## config.mk

```make
export PLATFORM = sky130hd
export DESIGN_NAME = program_loader
export DESIGN_NICKNAME = d
export VERILOG_FILES = /design/src/rtl/program_loader.sv
export SDC_FILE = /design/constraint.sdc
export NUM_CORES = 1
export LEC_CHECK = 0
export ABC_AREA = 1
export CAP_MARGIN = 20
export CORE_MARGIN = 8
export CORE_UTILIZATION = 30
export CTS_CLUSTER_SIZE = 8
export DETAILED_ROUTE_END_ITERATION = 8
export PLACE_DENSITY = 0.66
export SYNTH_ARGS = -nofsm -noshare
export SYNTH_HDL_FRONTEND = slang
export SYNTH_SLANG_ARGS = --single-unit
```

## constraint.sdc

```tcl
create_clock -name i_clock -period 2.6 [get_ports i_clock]
set_input_delay 0.78 -clock i_clock [delete_from_list [all_inputs] [get_ports i_clock]]
set_output_delay 0.78 -clock i_clock [all_outputs]
set_load 0.005 [all_outputs]
```

## src/rtl/program_loader.sv

```systemverilog
// program_loader: streams a program image into the CPU RAM while holding the
// CPU in reset, then releases reset and pulses o_done. When idle the RAM port
// is a straight combinational pass-through of the CPU bus.
module program_loader #(
  parameter int ADDR_WIDTH = 4,
  parameter int DATA_WIDTH = 8,
  parameter int RESET_HOLD = 2
) (
  input  logic                  i_clock,
  input  logic                  i_reset_n,
  input  logic                  i_load_start,
  input  logic [ADDR_WIDTH-1:0] i_base_address,
  input  logic [ADDR_WIDTH-1:0] i_length,
  input  logic [DATA_WIDTH-1:0] i_data,
  input  logic                  i_data_valid,
  output logic                  o_data_ready,
  input  logic [ADDR_WIDTH-1:0] i_cpu_address,
  input  logic [DATA_WIDTH-1:0] i_cpu_data,
  input  logic                  i_cpu_ram_in,
  output logic [ADDR_WIDTH-1:0] o_ram_address,
  output logic [DATA_WIDTH-1:0] o_ram_data,
  output logic                  o_ram_write,
  output logic                  o_cpu_reset,
  output logic                  o_busy,
  output logic                  o_done
);

  // Count needs one extra bit so a length of 0 can mean a full-depth image.
  localparam int CW = ADDR_WIDTH + 1;
  localparam int HW = $clog2(RESET_HOLD + 1);
  localparam logic [CW-1:0] FULL_COUNT = CW'(2 ** ADDR_WIDTH);

  typedef enum logic [1:0] {
    S_IDLE  = 2'd0,
    S_LOAD  = 2'd1,
    S_FLUSH = 2'd2,
    S_HOLD  = 2'd3
  } state_t;

  state_t                state_q, state_d;
  logic [ADDR_WIDTH-1:0] addr_q, addr_d;
  logic [CW-1:0]         count_q, count_d;
  logic [HW-1:0]         hold_q, hold_d;
  logic [ADDR_WIDTH-1:0] ram_addr_q, ram_addr_d;
  logic [DATA_WIDTH-1:0] ram_data_q, ram_data_d;
  logic                  ram_wr_q, ram_wr_d;
  logic                  ready_q, ready_d;
  logic                  cpu_rst_q, cpu_rst_d;
  logic                  busy_q, busy_d;
  logic                  done_q, done_d;
  logic                  xfer;

  assign xfer = (state_q == S_LOAD) & i_data_valid & ready_q;

  // Next-state and next-register values; write strobe and done default low.
  always_comb begin
    state_d    = state_q;
    addr_d     = addr_q;
    count_d    = count_q;
    hold_d     = hold_q;
    ram_addr_d = ram_addr_q;
    ram_data_d = ram_data_q;
    ram_wr_d   = 1'b0;
    ready_d    = ready_q;
    cpu_rst_d  = cpu_rst_q;
    busy_d     = busy_q;
    done_d     = 1'b0;
    case (state_q)
      S_IDLE: begin
        if (i_load_start) begin
          state_d   = S_LOAD;
          addr_d    = i_base_address;
          count_d   = (i_length == '0) ? FULL_COUNT : {1'b0, i_length};
          ready_d   = 1'b1;
          cpu_rst_d = 1'b1;
          busy_d    = 1'b1;
        end
      end
      S_LOAD: begin
        if (xfer) begin
          ram_addr_d = addr_q;
          ram_data_d = i_data;
          ram_wr_d   = 1'b1;
          addr_d     = addr_q + 1'b1;
          count_d    = count_q - 1'b1;
          // Last byte: stop accepting now so nothing beyond the image slips in.
          if (count_q == CW'(1)) begin
            ready_d = 1'b0;
            state_d = S_FLUSH;
          end
        end
      end
      S_FLUSH: begin
        state_d = S_HOLD;
        hold_d  = HW'(RESET_HOLD);
      end
      S_HOLD: begin
        if (hold_q <= HW'(1)) begin
          state_d   = S_IDLE;
          cpu_rst_d = 1'b0;
          busy_d    = 1'b0;
          done_d    = 1'b1;
        end else begin
          hold_d = hold_q - 1'b1;
        end
      end
      default: state_d = S_IDLE;
    endcase
  end

  // State and loader output registers; async reset leaves RAM contents alone.
  always_ff @(posedge i_clock or negedge i_reset_n) begin
    if (!i_reset_n) begin
      state_q    <= S_IDLE;
      addr_q     <= '0;
      count_q    <= '0;
      hold_q     <= '0;
      ram_addr_q <= '0;
      ram_data_q <= '0;
      ram_wr_q   <= 1'b0;
      ready_q    <= 1'b0;
      cpu_rst_q  <= 1'b0;
      busy_q     <= 1'b0;
      done_q     <= 1'b0;
    end else begin
      state_q    <= state_d;
      addr_q     <= addr_d;
      count_q    <= count_d;
      hold_q     <= hold_d;
      ram_addr_q <= ram_addr_d;
      ram_data_q <= ram_data_d;
      ram_wr_q   <= ram_wr_d;
      ready_q    <= ready_d;
      cpu_rst_q  <= cpu_rst_d;
      busy_q     <= busy_d;
      done_q     <= done_d;
    end
  end

  // CPU owns the RAM port only while idle; otherwise loader registers drive it.
  assign o_ram_address = (state_q == S_IDLE) ? i_cpu_address : ram_addr_q;
  assign o_ram_data    = (state_q == S_IDLE) ? i_cpu_data    : ram_data_q;
  assign o_ram_write   = (state_q == S_IDLE) ? i_cpu_ram_in  : ram_wr_q;
  assign o_data_ready  = ready_q;
  assign o_cpu_reset   = cpu_rst_q;
  assign o_busy        = busy_q;
  assign o_done        = done_q;

endmodule

```

==> results of run 1 <==
==> cells in the final DEF (no fill, tap or decap), drive strengths merged <==
master and instances:
ha 8, mux2i 1, o21bai 1, clkbuf 7
o21ai 11, or2 2, nand3 14, nor2 12
clkdlybuf4s50 36, dfrtp 29, a21oi 4, buf 4
inv 18, nand2 117, nand4 5, dlygate4sd2 13
==> power by group <==
group | internal, uW | switching, uW | leakage (uW)
sequential | 658 | 154 | 0.000364
clock | 210 | 165 | 0.0000443
combinational | 639 | 820 | 0.000820
total | 1510 | 1140 | 0.00123
==> per-stage QoR <==
step	total power, uW	std cells	hold slack [ns]
CTS	2678	354	0.4821
finish	2645	354	0.4798
detailed placement	2358	347	0.4652
global route	2937	354	0.4961
floorplan	1812	231	0.4427
global placement	2319	347	0.4618
==> layer usage <==
metal | share of wire [%] | vias up | track usage [%]
met3 | 6.2 | 5 | 3.586
met2 | 43 | 38 | 15.79
met5 | 0 | - | 0
met4 | 0.77 | 0 | 3.274
li1 | - | 820 | -
met1 | 50 | 687 | 14.23
==> kinds of logic after synthesis <==
group                      Yosys count  share of synthesized area [%]
adders and majority gates            8                          5.835
and+or+nand+nor                    150                          37.42
DFF                                 29                          42.31
buffers and inverters               27                          7.950
AOI/OAI and AO/OA                   16                          5.909
muxes                                1                         0.5835
==> flip-flops by register name, indices dropped and copies added, names as in the netlist <==
name and flops:
count_q 5, o_done 1, ram_data_q 8, ram_addr_q 4
o_busy 1, hold_q 2, state_q 2, ram_wr_q 1
addr_q 4, o_data_ready 1
==> worst max-delay path, cell delays in order <==
cell and delay [ns]:
clkdlybuf4s50_1 0.45, nand2_1 0.05, nand2_1 0.06, dlygate4sd2_1 0.25
==> final cells by class <==
| type | count | area, sq um | share of cell area, % |
|---|---|---|---|
| timing repair buffer | 53 | 504.2 | 21.50 |
| sequential | 29 | 725.7 | 30.95 |
| tap | 72 | 90.09 | 3.842 |
| inverter | 18 | 72.57 | 3.095 |
| clock buffer | 7 | 86.33 | 3.682 |
| multi-input combinational | 175 | 865.8 | 36.93 |
==> path summary, 6_finish.rpt <==
path                                  start                to  slack, ns
max                        i_cpu_address[0]  o_ram_address[0]       0.23
min                           ram_data_q[0]     ram_data_q[0]       0.48
max reg2reg                      state_q[1]      o_data_ready       0.64
min reg2reg                   ram_data_q[0]     ram_data_q[0]       0.48
max in group asynchronous         i_reset_n     ram_data_q[5]       1.42
min in group asynchronous         i_reset_n        count_q[2]       0.90
==> repair_timing <==
item                       in CTS  in global routing
buffers inserted                0                  0
gates resized for setup        15                  0
setup endpoints to repair      13                  0
hold buffers                    0                  0
==> report_table.html, run 1 <==
<table>
<tr><th>Metric</th><th>Value</th></tr>
<tr><th colspan="2">Pwr</th></tr>
<tr><td>Leakage</td><td>0.001229 uW</td></tr>
<tr><td>Power per unit of standard cell area</td><td>1128 mW/mm^2</td></tr>
<tr><td>Worst ir drop on vdd</td><td>0.4675 mV</td></tr>
<tr><th colspan="2">Synthesis</th></tr>
<tr><td>Synthesized netlist cell count</td><td>231</td></tr>
<tr><td>Post-synthesis cell type with the largest combined area</td><td>dfrtp_1</td></tr>
<tr><td>Most common cell in the synthesized netlist</td><td>nand2_1</td></tr>
<tr><td>Main flop type after synthesis</td><td>dfrtp_1</td></tr>
<tr><td>Average cell area after synthesis</td><td>~7.4 sq um</td></tr>
<tr><td>Combined area of all synthesized cells</td><td>0.001715 sq mm</td></tr>
<tr><td>Count of cell types in the netlist</td><td>26</td></tr>
<tr><td>Flip-flop and latch count after synthesis</td><td>29</td></tr>
<tr><td>Total number of yosys warnings</td><td>0</td></tr>
<tr><td>Syn_nets</td><td>272</td></tr>
<tr><td>Area share of the largest cell type after synthesis</td><td>42.30%</td></tr>
<tr><td>Fraction of the yosys area taken by sequential cells</td><td>42.30%</td></tr>
<tr><td>Top post-synthesis cells by count</td><td>nand2_1, dfrtp_1, inv_1, nand3_1, nor2_1</td></tr>
<tr><td>Number of synthesized flops with an enable pin</td><td>0</td></tr>
<tr><td>Async set-reset flop share out of synthesis</td><td>100.0%</td></tr>
<tr><td>Synth area leaders</td><td>dfrtp_1, nand2_1, ha_1, nand3_1, inv_1</td></tr>
<tr><th colspan="2">Place</th></tr>
<tr><td>Pre-CTS setup slack</td><td>-0.04704 ns</td></tr>
<tr><td>Port Buffers</td><td>49</td></tr>
<tr><td>Area after detailed placement</td><td>0.002262 sq mm</td></tr>
<tr><td>Weighted congestion at the end of routability-driven global placement</td><td>0.7465</td></tr>
<tr><td>Final HPWL from detailed placement</td><td>3082 microns</td></tr>
<tr><th colspan="2">Timing</th></tr>
<tr><td>Setup skew after layout</td><td>a little under 0.008 ns</td></tr>
<tr><td>Achievable Freq</td><td>roughly 420 MHz</td></tr>
<tr><td>Shortest period the worst path allows</td><td>2.369 ns</td></tr>
<tr><td>Setup repair after global routing missed its margin</td><td>false</td></tr>
<tr><td>Final setup TNS</td><td>0 ns</td></tr>
<tr><td>Final WS setup</td><td>0.2311 ns</td></tr>
<tr><td>Final worst-path cycle share</td><td>91.11%</td></tr>
<tr><td>Final Max Slew Viols</td><td>0</td></tr>
<tr><td>Relative slew slack</td><td>between 60% and 70%</td></tr>
<tr><td>Setup-violating endpoint count in the final report</td><td>0</td></tr>
<tr><td>Hold Fails Final Rpt</td><td>0</td></tr>
<tr><td>Transition time at the pin with the least slew margin</td><td>0.4679 ns</td></tr>
<tr><th colspan="2">Clock network</th></tr>
<tr><td>Number of sinks on the clock net</td><td>29</td></tr>
<tr><td>Register clock-pin slew on the reported worst setup and hold paths</td><td>0.06 ns</td></tr>
<tr><td>Clock buffer depth</td><td>2</td></tr>
<tr><td>CTS HTree Levels</td><td>2</td></tr>
<tr><td>TritonCTS Buffers</td><td>5</td></tr>
<tr><td>Clock latency of the later-clocked register in the worst-skew pair</td><td>0.28 ns</td></tr>
<tr><td>Clock tree from TritonCTS</td><td>built</td></tr>
<tr><td>Clock Tree Root</td><td>clkbuf_8</td></tr>
<tr><th colspan="2">GRT</th></tr>
<tr><td>Pin count of the biggest net entering global routing</td><td>30</td></tr>
<tr><td>Antenna violations before repair</td><td>0</td></tr>
<tr><td>Total global-route track usage</td><td>10.66%</td></tr>
<tr><td>Remaining global-route overflow</td><td>0</td></tr>
<tr><td>Global-route wire length before repair</td><td>between 7000 and 8000 microns</td></tr>
<tr><td>Number of global-route vias before repair</td><td>1550</td></tr>
<tr><th colspan="2">Cells and area</th></tr>
<tr><td>Final core occ</td><td>approximately 43%</td></tr>
<tr><td># fillers</td><td>549</td></tr>
<tr><td>Count of antenna diodes in the layout</td><td>0</td></tr>
<tr><td>Final net count</td><td>approximately 320</td></tr>
<tr><td>Final design instance area without fill</td><td>about 0.0023 sq mm</td></tr>
<tr><td>Fraction of layout cells with a size suffix above 1</td><td>8.865%</td></tr>
<tr><td>Area growth from synthesis to layout</td><td>36.69%</td></tr>
<tr><th colspan="2">Routing</th></tr>
<tr><td>DR pass1 iterations</td><td>4</td></tr>
<tr><td>Antenna viol nets, final</td><td>0</td></tr>
<tr><td>Final routed DRC violation total</td><td>0</td></tr>
<tr><td>Via density per instance</td><td>4.379</td></tr>
<tr><td>Drt wl/cell</td><td>11.77 microns</td></tr>
<tr><td>Total number of vias</td><td>1550</td></tr>
<tr><td>1st-iter DRT viols</td><td>83</td></tr>
<tr><td>Aggregate routed wire length</td><td>4166 microns</td></tr>
<tr><th colspan="2">Floorplanning</th></tr>
<tr><td>Initial Utilization</td><td>a little under a third</td></tr>
<tr><td>Total core area</td><td>roughly 0.0055 sq mm</td></tr>
<tr><td>Number of rows created at floorplan</td><td>27</td></tr>
<tr><td>Overall die area</td><td>0.008393 sq mm</td></tr>
<tr><td>I/O Pins</td><td>50</td></tr>
<tr><td>Overall die width</td><td>91.62 microns</td></tr>
<tr><td>Vertical extent of the die</td><td>91.62 microns</td></tr>
<tr><th colspan="2">Run status</th></tr>
<tr><td>Status</td><td>finished, final reports clean</td></tr>
<tr><th colspan="2">Critical path</th></tr>
<tr><td>Type of the worst setup path</td><td>in -&gt; out</td></tr>
<tr><td>CP Data Arrival Time</td><td>~1.6 ns</td></tr>
<tr><td>Critical Path Sink Type</td><td>output port</td></tr>
<tr><td>Required time of the worst setup path</td><td>1.82 ns</td></tr>
<tr><td>Highest net fanout along the worst path</td><td>1</td></tr>
<tr><td>Depth of the most critical reg-to-reg path</td><td>8</td></tr>
<tr><td>Startpoint Class</td><td>input pin</td></tr>
<tr><th colspan="2">Min path</th></tr>
<tr><td>Number of cells on the worst hold path</td><td>2</td></tr>
<tr><td>Worst hold path type</td><td>reg -&gt; reg</td></tr>
<tr><th colspan="2">Run</th></tr>
<tr><td>Number of max-cap violations</td><td>0</td></tr>
</table>
Power figures use the tool's default switching activity.
==> run 2, diff against run 1 <==
--- a/config.mk
+++ b/config.mk
@@ -7,7 +7,6 @@
 export LEC_CHECK = 0
 export ABC_AREA = 1
 export CAP_MARGIN = 20
-export CORE_MARGIN = 8
 export CORE_UTILIZATION = 30
 export CTS_CLUSTER_SIZE = 8
 export DETAILED_ROUTE_END_ITERATION = 8
==> run 2 against run 1 <==
Clock skew about the same. Worst hold slack got worse by 0.0032 ns. Clock power is 11% higher. Register-to-register slack better by 0.02 ns. Die area shrank 28%. Cell count increased by 0.28%. Routed wire length decreased by 11%. Flip-flop and latch count unchanged. Sequential power shrank 0.6%. Critical path type unchanged. Largest cell class unchanged.
==> report_table.html, run 2 (same netlist as run 1, synthesis figures left out) <==
<table>
<tr><th>Metric</th><th>Value</th></tr>
<tr><th colspan="2">Run status</th></tr>
<tr><td>Status</td><td>finished, final reports clean (unchanged)</td></tr>
<tr><th colspan="2">Min path</th></tr>
<tr><td>Number of cells on the worst hold path</td><td>2 (unchanged)</td></tr>
<tr><td>Hold_sp</td><td>count_q[4] (was ram_data_q[0])</td></tr>
<tr><td>Worst hold path type</td><td>reg -&gt; reg (unchanged)</td></tr>
<tr><td>Hold EP</td><td>count_q[4] (was ram_data_q[0])</td></tr>
<tr><th colspan="2">Pwr</th></tr>
<tr><td>Comb power frac</td><td>54.0% (was 55.1%)</td></tr>
<tr><td>Internal</td><td>1535 uW (was 1506 uW)</td></tr>
<tr><td>Worst ir drop on vdd</td><td>0.3927 mV (was 0.4675 mV)</td></tr>
<tr><td>Total power draw</td><td>2656 uW (was 2645 uW)</td></tr>
<tr><td>Part of the power in the clock network</td><td>15.6% (was 14.2%)</td></tr>
<tr><td>Switching portion of total power</td><td>42.22% (was 43.05%)</td></tr>
<tr><td>Total net switching power</td><td>1121 uW (was 1139 uW)</td></tr>
<tr><td>Sequential group share of total power</td><td>30.4% (was 30.7%)</td></tr>
<tr><td>Power per unit of standard cell area</td><td>1126 mW/mm^2 (was 1128 mW/mm^2)</td></tr>
<tr><td>Leakage</td><td>0.001239 uW (was 0.001229 uW)</td></tr>
<tr><th colspan="2">Place</th></tr>
<tr><td>Weighted congestion at the end of routability-driven global placement</td><td>0.7297 (was 0.7465)</td></tr>
<tr><td>Port Buffers</td><td>49 (unchanged)</td></tr>
<tr><td>Final HPWL from detailed placement</td><td>2684 microns (was 3082 microns)</td></tr>
<tr><td>Area after detailed placement</td><td>0.002262 sq mm (unchanged)</td></tr>
<tr><td>Pre-CTS setup slack</td><td>-0.02811 ns (was -0.04704 ns)</td></tr>
<tr><th colspan="2">Routing</th></tr>
<tr><td>Antenna viol nets, final</td><td>0 (unchanged)</td></tr>
<tr><td>DR pass1 iterations</td><td>3 (was 4)</td></tr>
<tr><td>Wire length on met2</td><td>1604 microns (was 1782 microns)</td></tr>
<tr><td>Final routed DRC violation total</td><td>0 (unchanged)</td></tr>
<tr><td>Via density per instance</td><td>4.431 (was 4.379)</td></tr>
<tr><td>Total number of vias</td><td>1573 (was 1550)</td></tr>
<tr><td>Met3 wire length</td><td>170 microns (was 258 microns)</td></tr>
<tr><td>1st-iter DRT viols</td><td>62 (was 83)</td></tr>
<tr><td>Aggregate routed wire length</td><td>3693 microns (was 4166 microns)</td></tr>
<tr><td>Drt wl/cell</td><td>10.40 microns (was 11.77 microns)</td></tr>
<tr><td>Uppermost routed layer</td><td>met4 (unchanged)</td></tr>
<tr><td>Met1 layer wirelength in the final routing</td><td>1871 microns (was 2091 microns)</td></tr>
<tr><th colspan="2">Floorplanning</th></tr>
<tr><td>Initial Utilization</td><td>31.15% (unchanged)</td></tr>
<tr><td>Number of rows created at floorplan</td><td>27 (unchanged)</td></tr>
<tr><td>Vertical extent of the die</td><td>77.62 microns (was 91.62 microns)</td></tr>
<tr><td>Overall die width</td><td>77.62 microns (was 91.62 microns)</td></tr>
<tr><td>Overall die area</td><td>0.006024 sq mm (was 0.008393 sq mm)</td></tr>
<tr><td>I/O Pins</td><td>50 (unchanged)</td></tr>
<tr><td>Total core area</td><td>0.005507 sq mm (unchanged)</td></tr>
<tr><th colspan="2">Timing</th></tr>
<tr><td>Hold_ws</td><td>0.4765 ns (was 0.4798 ns)</td></tr>
<tr><td>Setup repair after global routing missed its margin</td><td>false (unchanged)</td></tr>
<tr><td>Hold Fails Final Rpt</td><td>0 (unchanged)</td></tr>
<tr><td>Shortest period the worst path allows</td><td>2.351 ns (was 2.369 ns)</td></tr>
<tr><td>Final Max Slew Viols</td><td>0 (unchanged)</td></tr>
<tr><td>Final worst-path cycle share</td><td>90.44% (was 91.11%)</td></tr>
<tr><td>Setup skew after layout</td><td>0.007537 ns (was 0.007744 ns)</td></tr>
<tr><td>Transition time at the pin with the least slew margin</td><td>0.4766 ns (was 0.4679 ns)</td></tr>
<tr><td>Final WS setup</td><td>0.2487 ns (was 0.2311 ns)</td></tr>
<tr><td>Relative slew slack</td><td>68.23% (was 68.81%)</td></tr>
<tr><td>Setup-violating endpoint count in the final report</td><td>0 (unchanged)</td></tr>
<tr><td>Achievable Freq</td><td>425.3 MHz (was 422.1 MHz)</td></tr>
<tr><th colspan="2">Clock network</th></tr>
<tr><td># Post-CTS Setup Buffers</td><td>0 (unchanged)</td></tr>
<tr><td>CTS HTree Levels</td><td>2 (unchanged)</td></tr>
<tr><td>Clock tree from TritonCTS</td><td>built (unchanged)</td></tr>
<tr><td>Clock latency of the later-clocked register in the worst-skew pair</td><td>0.28 ns (about the same)</td></tr>
<tr><td>Clock buffer depth</td><td>2 (unchanged)</td></tr>
<tr><td>Register clock-pin slew on the reported worst setup and hold paths</td><td>0.06 ns (about the same)</td></tr>
<tr><td>TritonCTS Buffers</td><td>5 (unchanged)</td></tr>
<tr><td>Hold-fix buffers, CTS</td><td>0 (unchanged)</td></tr>
<tr><td>Number of sinks on the clock net</td><td>29 (unchanged)</td></tr>
<tr><td>Clock Tree Root</td><td>clkbuf_8 (unchanged)</td></tr>
<tr><th colspan="2">GRT</th></tr>
<tr><td>Remaining global-route overflow</td><td>0 (unchanged)</td></tr>
<tr><td>Number of global-route vias before repair</td><td>1505 (was 1550)</td></tr>
<tr><td>Antenna violations before repair</td><td>0 (unchanged)</td></tr>
<tr><td>Pin count of the biggest net entering global routing</td><td>30 (unchanged)</td></tr>
<tr><td>Global-route wire length before repair</td><td>6658 microns (was 7410 microns)</td></tr>
<tr><td>Total global-route track usage</td><td>14.05% (was 10.66%)</td></tr>
<tr><th colspan="2">Cells and area</th></tr>
<tr><td>Area growth from synthesis to layout</td><td>37.56% (was 36.69%)</td></tr>
<tr><td>Final design instance area without fill</td><td>0.002360 sq mm (was 0.002345 sq mm)</td></tr>
<tr><td>Largest register FFs</td><td>8 (unchanged)</td></tr>
<tr><td>Most common cell after layout, fill and taps aside</td><td>nand2_1 (unchanged)</td></tr>
<tr><td>Top register by number of flip-flops</td><td>ram_data_q (unchanged)</td></tr>
<tr><td>Fraction of layout cells with a size suffix above 1</td><td>9.541% (was 8.865%)</td></tr>
<tr><td>Count of antenna diodes in the layout</td><td>0 (unchanged)</td></tr>
<tr><td>Final net count</td><td>323 (unchanged)</td></tr>
<tr><td>Leading cell types in the layout, fill and taps excluded</td><td>nand2_1, clkdlybuf4s50_1, dfrtp_1 (unchanged)</td></tr>
<tr><td>Registers with the highest flip-flop counts</td><td>ram_data_q (8), count_q (5) (unchanged)</td></tr>
<tr><th colspan="2">Run</th></tr>
<tr><td>Number of max-cap violations</td><td>0 (unchanged)</td></tr>
<tr><th colspan="2">Critical path</th></tr>
<tr><td>Startpoint Class</td><td>input pin (unchanged)</td></tr>
<tr><td>Depth of the most critical reg-to-reg path</td><td>8 (unchanged)</td></tr>
<tr><td>CP Data Arrival Time</td><td>1.57 ns (was 1.59 ns)</td></tr>
<tr><td>Critical register-to-register path startpoint</td><td>state_q[1] (unchanged)</td></tr>
<tr><td>Critical Path Sink Type</td><td>output port (unchanged)</td></tr>
<tr><td>Type of the worst setup path</td><td>in -&gt; out (unchanged)</td></tr>
<tr><td>Required time of the worst setup path</td><td>1.82 ns (about the same)</td></tr>
<tr><td>R2R Setup Slk</td><td>0.66 ns (was 0.64 ns)</td></tr>
<tr><td>Beginning of the critical path</td><td>i_cpu_address[0] (unchanged)</td></tr>
<tr><td>Highest net fanout along the worst path</td><td>1 (unchanged)</td></tr>
<tr><td>Endpoint of the lowest-slack register-to-register path</td><td>o_data_ready (unchanged)</td></tr>
</table>
==> run 2: how the worst max path moves through the flow <==
| stage | endpoint | slack, ns |
|---|---|---|
| floorplan | o_ram_address[0] | 0.66 |
| global placement | o_ram_address[1] | -0.02 |
| detailed placement | o_ram_address[1] | -0.03 |
| CTS | o_ram_address[1] | 0.24 |
| global route | o_ram_address[0] | 0.18 |
| finish | o_ram_address[0] | 0.25 |
==> run 2: critical path, stage by stage <==
cell             delay [ns]
clkdlybuf4s50_1        0.46
nand2_1                0.05
nand2_1                0.06
dlygate4sd2_1          0.23
==> run 2: timing repair <==
item,in CTS,in global routing
endpoints found under the setup margin,13,0
resized for setup,15,0
hold endpoints to repair,0,0
==> run 2: stage by stage <==
step	TNS [ns]	instances	util, %
final	0	355	42.85
after global routing	0	355	42.85
after CTS	0	355	42.85
after detailed placement	-0.1664	347	41.08
after global placement	-0.08176	347	41.08
after floorplan	0	231	-
==> run 2: power groups by stage <==
stage	clock network [uW]	logic [uW]	registers [uW]
2_1_floorplan	0	1030	787
3_3_place_gp	0	1480	812
3_5_place_dp	0	1510	816
4_1_cts	426	1460	808
5_1_grt	449	1660	838
6_report	415	1430	807
==> run 2: layout make-up <==
cell class                      count  area [sq um]
Clock buffer                        7         96.34
Clock inverter                      1         5.005
Fill cell                         546          3147
Inverter                           18         72.57
Multi-Input combinational cell    175         865.8
Sequential cell                    29         725.7
Tap cell                           72         90.09
Timing Repair Buffer               53         504.2
==> run 2: layer usage <==
layer	vias up	track usage, %
met5	-	0
li1	822	-
met2	33	22.39
met3	7	4.000
met4	0	5.094
met1	711	18.04
==> run 3, diff against run 2 <==
--- a/config.mk
+++ b/config.mk
@@ -8,6 +8,7 @@
 export ABC_AREA = 1
 export CAP_MARGIN = 20
 export CORE_UTILIZATION = 30
+export CTS_CLUSTER_DIAMETER = 50
 export CTS_CLUSTER_SIZE = 8
 export DETAILED_ROUTE_END_ITERATION = 8
 export PLACE_DENSITY = 0.66
==> results of run 3 <==
Same layout as run 2: the final DEF is identical, and so are final timing and power.
